### config.mk
export PLATFORM = sky130hd
export DESIGN_NAME = iter_alu
export DESIGN_NICKNAME = d
export VERILOG_FILES = /design/src/rtl/iter_alu.sv
export SDC_FILE = /design/constraint.sdc
export NUM_CORES = 2
export LEC_CHECK = 0
export ABC_AREA = 1
export CAP_MARGIN = 25
export CORE_MARGIN = 2
export CORE_UTILIZATION = 30
export DETAILED_ROUTE_END_ITERATION = 8
export PLACE_DENSITY = 0.44
export SLEW_MARGIN = 30
export SYNTH_ARGS = -nofsm -noshare
export SYNTH_HDL_FRONTEND = slang
export SYNTH_SLANG_ARGS = --single-unit
### constraint.sdc
create_clock -name clk -period 7.1 [get_ports clk]
set_clock_uncertainty 0.05 [all_clocks]
set_input_delay 1.42 -clock clk [delete_from_list [all_inputs] [get_ports clk]]
set_output_delay 1.42 -clock clk [all_outputs]
set_load 0.05 [all_outputs]
### src/rtl/iter_alu.sv
// Multi-cycle ALU with valid/ready handshake: single-cycle logic ops, iterative radix-2 MUL and DIV.
// Optional macro ITER_ALU_SDIV_EN adds opcode d as a signed divide.
module iter_alu #(
   parameter int WIDTH = 32,
   parameter int SHW   = $clog2(WIDTH)
) (
   input  logic             clk,
   input  logic             rst_n,
   input  logic             in_valid,
   output logic             in_ready,
   input  logic [3:0]       op,
   input  logic [WIDTH-1:0] x,
   input  logic [WIDTH-1:0] y,
   input  logic [SHW-1:0]   shamt,
   input  logic             kill,
   output logic             out_valid,
   input  logic             out_ready,
   output logic [WIDTH-1:0] result,
   output logic [WIDTH-1:0] result2,
   output logic             of,
   output logic             uof,
   output logic             dz,
   output logic             equal
);

   localparam logic [1:0] IDLE = 2'd0;
   localparam logic [1:0] MUL  = 2'd1;
   localparam logic [1:0] DIV  = 2'd2;
   localparam logic [1:0] DONE = 2'd3;

   localparam int CW = $clog2(WIDTH);
   localparam logic [CW-1:0]    LAST     = CW'(WIDTH - 1);
   localparam logic [WIDTH-1:0] MOST_NEG = {1'b1, {(WIDTH-1){1'b0}}};

   logic [1:0]         state;
   logic [CW-1:0]      cnt;
   logic [2*WIDTH-1:0] acc;
   logic [WIDTH-1:0]   mc;
   logic               neg_q, neg_r, ovf;

   logic               sdiv_op, sgn, xs, ys;
   logic [WIDTH-1:0]   ax, ay, mul_m, div_m;
   logic [2*WIDTH-1:0] mul_in, div_in, mul_nx, div_nx, mul_fin;
   logic [WIDTH-1:0]   q_mag, r_mag;
   logic [WIDTH+1:0]   alu_res;

   // One shift-add step: conditionally add the multiplicand into the high half, then shift right.
   function automatic logic [2*WIDTH-1:0] mul_step(input logic [2*WIDTH-1:0] p,
                                                   input logic [WIDTH-1:0]   m);
      logic [WIDTH:0] sum;
      sum = {1'b0, p[2*WIDTH-1:WIDTH]} + (p[0] ? {1'b0, m} : {(WIDTH+1){1'b0}});
      return {sum, p[WIDTH-1:1]};
   endfunction

   // One restoring step on {remainder, dividend/quotient}; quotient bits enter from the right.
   function automatic logic [2*WIDTH-1:0] div_step(input logic [2*WIDTH-1:0] rq,
                                                   input logic [WIDTH-1:0]   d);
      logic [WIDTH:0] r;
      logic           qb;
      r  = {rq[2*WIDTH-1:WIDTH], rq[WIDTH-1]};
      qb = (r >= {1'b0, d});
      if (qb) r = r - {1'b0, d};
      return {r[WIDTH-1:0], rq[WIDTH-2:0], qb};
   endfunction

   function automatic logic [WIDTH+1:0] alu1(input logic [3:0]       o,
                                             input logic [WIDTH-1:0] a,
                                             input logic [WIDTH-1:0] b,
                                             input logic [SHW-1:0]   s);
      logic [WIDTH-1:0] r;
      logic [WIDTH:0]   t;
      logic             v, c;
      r = '0;
      t = '0;
      v = 1'b0;
      c = 1'b0;
      case (o)
         4'h0: r = b << s;
         4'h1: r = $signed(b) >>> s;
         4'h2: r = b >> s;
         4'h5: begin
            t = {1'b0, a} + {1'b0, b};
            r = t[WIDTH-1:0];
            c = t[WIDTH];
            v = (a[WIDTH-1] == b[WIDTH-1]) && (r[WIDTH-1] != a[WIDTH-1]);
         end
         4'h6: begin
            t = {1'b0, a} - {1'b0, b};
            r = t[WIDTH-1:0];
            c = t[WIDTH];
            v = (a[WIDTH-1] != b[WIDTH-1]) && (r[WIDTH-1] != a[WIDTH-1]);
         end
         4'h7: r = a & b;
         4'h8: r = a | b;
         4'h9: r = a ^ b;
         4'ha: r = ~(a | b);
         4'hb: r = {{(WIDTH-1){1'b0}}, $signed(a) < $signed(b)};
         4'hc: r = {{(WIDTH-1){1'b0}}, a < b};
         default: ;
      endcase
      return {v, c, r};
   endfunction

`ifdef ITER_ALU_SDIV_EN
   assign sdiv_op = (op == 4'hd);
`else
   assign sdiv_op = 1'b0;
`endif

   assign in_ready  = (state == IDLE);
   assign out_valid = (state == DONE);

   // The first iteration runs on the accept edge from the live operands, so WIDTH steps fit in WIDTH cycles.
   always_comb begin
      sgn = (op == 4'h3) || sdiv_op;
      xs  = sgn && x[WIDTH-1];
      ys  = sgn && y[WIDTH-1];
      ax  = xs ? -x : x;
      ay  = ys ? -y : y;
      if (state == IDLE) begin
         mul_in = {{WIDTH{1'b0}}, ay};
         mul_m  = ax;
         div_in = {{WIDTH{1'b0}}, ax};
         div_m  = ay;
      end else begin
         mul_in = acc;
         mul_m  = mc;
         div_in = acc;
         div_m  = mc;
      end
      mul_nx  = mul_step(mul_in, mul_m);
      div_nx  = div_step(div_in, div_m);
      mul_fin = neg_q ? -mul_nx : mul_nx;
      q_mag   = div_nx[WIDTH-1:0];
      r_mag   = div_nx[2*WIDTH-1:WIDTH];
      alu_res = alu1(op, x, y, shamt);
   end

   always_ff @(posedge clk or negedge rst_n) begin
      if (!rst_n) begin
         state   <= IDLE;
         cnt     <= '0;
         acc     <= '0;
         mc      <= '0;
         neg_q   <= 1'b0;
         neg_r   <= 1'b0;
         ovf     <= 1'b0;
         result  <= '0;
         result2 <= '0;
         of      <= 1'b0;
         uof     <= 1'b0;
         dz      <= 1'b0;
         equal   <= 1'b0;
      end else begin
         case (state)
            IDLE: begin
               if (in_valid && !kill) begin
                  equal <= (x == y);
                  cnt   <= CW'(1);
                  neg_q <= xs ^ ys;
                  if (op == 4'h3) begin
                     acc   <= mul_nx;
                     mc    <= ax;
                     state <= MUL;
                  end else if (op == 4'h4 || sdiv_op) begin
                     acc   <= div_nx;
                     mc    <= ay;
                     neg_r <= xs;
                     ovf   <= sdiv_op && (x == MOST_NEG) && (&y);
                     state <= DIV;
                  end else begin
                     {of, uof, result} <= alu_res;
                     result2 <= '0;
                     dz      <= 1'b0;
                     state   <= DONE;
                  end
               end
            end
            MUL: begin
               if (kill) begin
                  state <= IDLE;
               end else begin
                  acc <= mul_nx;
                  cnt <= cnt + CW'(1);
                  if (cnt == LAST) begin
                     {result2, result} <= mul_fin;
                     of    <= 1'b0;
                     uof   <= 1'b0;
                     dz    <= 1'b0;
                     state <= DONE;
                  end
               end
            end
            DIV: begin
               if (kill) begin
                  state <= IDLE;
               end else begin
                  acc <= div_nx;
                  cnt <= cnt + CW'(1);
                  if (cnt == LAST) begin
                     result  <= neg_q ? -q_mag : q_mag;
                     result2 <= neg_r ? -r_mag : r_mag;
                     of      <= ovf;
                     uof     <= 1'b0;
                     dz      <= (mc == '0);
                     state   <= DONE;
                  end
               end
            end
            default: begin
               if (kill || out_ready) state <= IDLE;
            end
         endcase
      end
   end

endmodule

==> results_dict.tcl <==
set metrics [dict create \
    nNetsFinal 6183 \
    grt_pass1_wl_mm 290 \
    crit_top_cell "nand2_1" \
    max_stage_delay_ns 0.68 \
    synthArstFlopShare 1.00 \
    post_cts_buffers 0 \
    die_w_um 320 \
    pin_count 148 \
    syn-instance-count 5473 \
    slowest_stage "clkdlybuf4s50_1" \
    dpl_cell_area_mm2 0.0362 \
    cts_resized 0 \
    ys_seq_area_frac 0.144 \
    cts_max_path_buffers 2 \
    row_count 116 \
    wl_met1_mm 91.7 \
    synthAdderAreaFrac 0.0739 \
    antenna_found_initial 19 \
    clockRootBuffer "clkbuf_16" \
    syn2layout_area_growth_pct 22.8 \
    seq_area_mm2 0.00433 \
    post_drt_wl_per_cell_um 28.6 \
    syn_area_mm2 0.0300 \
    period_share 0.970 \
    synth_edf_count 0 \
    dpl.hpwl_mm 173 \
    drive_gt1_frac 0.122 \
    hold_class "register to register" \
    syn_nets 5726 \
    cts_sinks 173 \
    met3_length_mm 24.3 \
    tritoncts "built" \
    tightest_slew_ns 1.27 \
    die_height_um 320 \
    final_cell_mix "nand2_1 (1,663), inv_1 (648), nor2_1 (534), o21ai_0 (532), buf_4 (524)" \
    dr_wl_met2_mm 82.2 \
    muxShareOfSynthArea 0.00233 \
    synth_xor_area_frac 0.0155 \
    core-area_mm2 0.0997 \
    cts_buffers 17 \
    avgSynthCellArea_um2 5.49 \
    hold_viol_final 0 \
    pre_cts_ws_ns -0.0129 \
    start_util 0.301 \
    grt-ovfl-total 0 \
    worstPathArrival_ns 7.29 \
    die_area_mm2 0.103 \
    timing.final.ws_setup_ns 0.213 \
    fin_area_mm2 0.0369 \
    maxCapViolCount 0 \
    fmax_ghz 0.145 \
    rsz0062_at_grt "false" \
    grt_max_degree 95 \
    yosys.area_share.simple 0.414 \
    wirelength_mm 207 \
    synth_top_family_by_area "simple AND/OR/NAND/NOR gates" \
    layout_min_cycle_time_ns 6.89 \
    multi_input_area_mm2 0.0222 \
    routabilityCongestion 1.12 \
    status "completed" \
    hold_buffers 0 \
    drc 0 \
    start_kind "input port" \
    mostFrequentLayoutCell "nand2_1" \
    cp.required_ns 7.50 \
    grt.total_usage 0.394 \
    ant_nets 0 \
    first_pass_iters 8 \
    worst-r2r-setup-slack_ns 1.27 \
    fillers 11400 \
    clk-insertion-delay-late_ns 0.51 \
    endpoint_kind "register" \
    route.top_layer_used "met5" \
    drtIter0Drc 5733 \
    synthFlopType "dfrtp_1" \
    htree_num_levels 4 \
    cp_max_fo 16 \
    via_per_inst 5.72 \
    synth_seq_cells 173 \
    path_clk_slew_ns 0.08 \
    drv_slew 0 \
    synthDistinctLibCells 68 \
    setup_viol 0 \
    worstSetupPathType "input port to register" \
    ys_warn_count 0 \
    grt_pass1_vias 38100 \
    maxSlewHeadroom 0.152 \
    synth_compound_area_frac 0.231 \
    io_buffers 147 \
    num_vias 41500 \
]
==> through the flow <==
step / utilization / hold WS [ns] / cells / TNS [ns]
after CTS: 0.369 / 0.439 / 7239 / 0
after detailed placement: 0.363 / 0.420 / 7207 / -0.0205
after global routing: 0.370 / 0.444 / 7241 / 0
final: 0.370 / 0.437 / 7248 / 0
after global placement: 0.363 / 0.414 / 7207 / -0.229
after floorplan: - / 0.395 / 5473 / 0
==> final cells by class <==
cell class	count	area share
Multi-Input combinational cell	4381	0.602
Timing Repair Buffer	679	0.151
Sequential cell	173	0.117
Inverter	678	0.0690
Tap cell	1298	0.0440
Clock buffer	21	0.0125
Clock inverter	11	0.00353
Antenna cell	7	0.000475
==> registers in the layout, indices dropped and copies added (netlist names) <==
signal,flops
neg_q,1
equal,1
dz,1
acc,64
result,32
neg_r,1
cnt,5
mc,32
uof,1
of,1
state,2
result2,32
==> synth_stat cells (18+ instances only) <==
master	n	share of area
nand2_2	30	0.0063
nand3_1	422	0.070
or2_2	21	0.0044
a22oi_1	23	0.0058
o21a_1	26	0.0065
o21ai_1	25	0.0042
o21ai_0	533	0.089
nand2_1	1664	0.21
o211ai_1	39	0.0098
nor2_2	24	0.0050
clkbuf_1	184	0.023
nand4_1	75	0.016
ha_1	171	0.071
a31oi_1	18	0.0038
a21oi_1	348	0.058
dfrtp_1	173	0.14
nor3_1	70	0.012
buf_1	22	0.0028
xor2_1	48	0.014
inv_1	653	0.082
buf_2	24	0.0040
nor4_1	20	0.0042
nor2_1	541	0.068
o22ai_1	38	0.0079
a211oi_1	21	0.0053
a221oi_1	45	0.013
==> cells by family (layout without fill, tap and decap cells) <==
group / count (synthesis) / in the layout
simple gates: 2931 / 2931
mux: 7 / 7
other cells: 0 / 7
compound gates: 1215 / 1215
xor+xnor: 53 / 53
buf+inv: 919 / 1389
flops: 173 / 173
fa+ha+maj: 175 / 175
==> metal layers <==
| metal | GRT usage | vias up |
|---|---|---|
| met3 | 0.110 | 351 |
| met1 | 0.561 | 19800 |
| met5 | 0 | - |
| met2 | 0.557 | 2349 |
| li1 | - | 19000 |
| met4 | 0.149 | 14 |
==> worst paths after layout <==
kind                               start     endpoint  cells past startpoint
worst min-delay path                  of           of                      2
min in group asynchronous          rst_n      acc[56]                      1
worst max register to register  state[0]  result2[28]                     29
worst max-delay path                y[9]  result2[15]                     31
max in group asynchronous          rst_n        neg_q                      2
worst min register to register        of           of                      2
==> critical path, delay by kind of cell <==
family | cells | cell delay [ns]
and+or+nand+nor | 23 | 3.42
buffers and inverters | 5 | 1.29
AOI/OAI and AO/OA | 2 | 0.61
adders and majority gates | 1 | 0.50
Power is not shown: default switching activity piles up to over one toggle a cycle in this logic, so the estimate is an artifact.
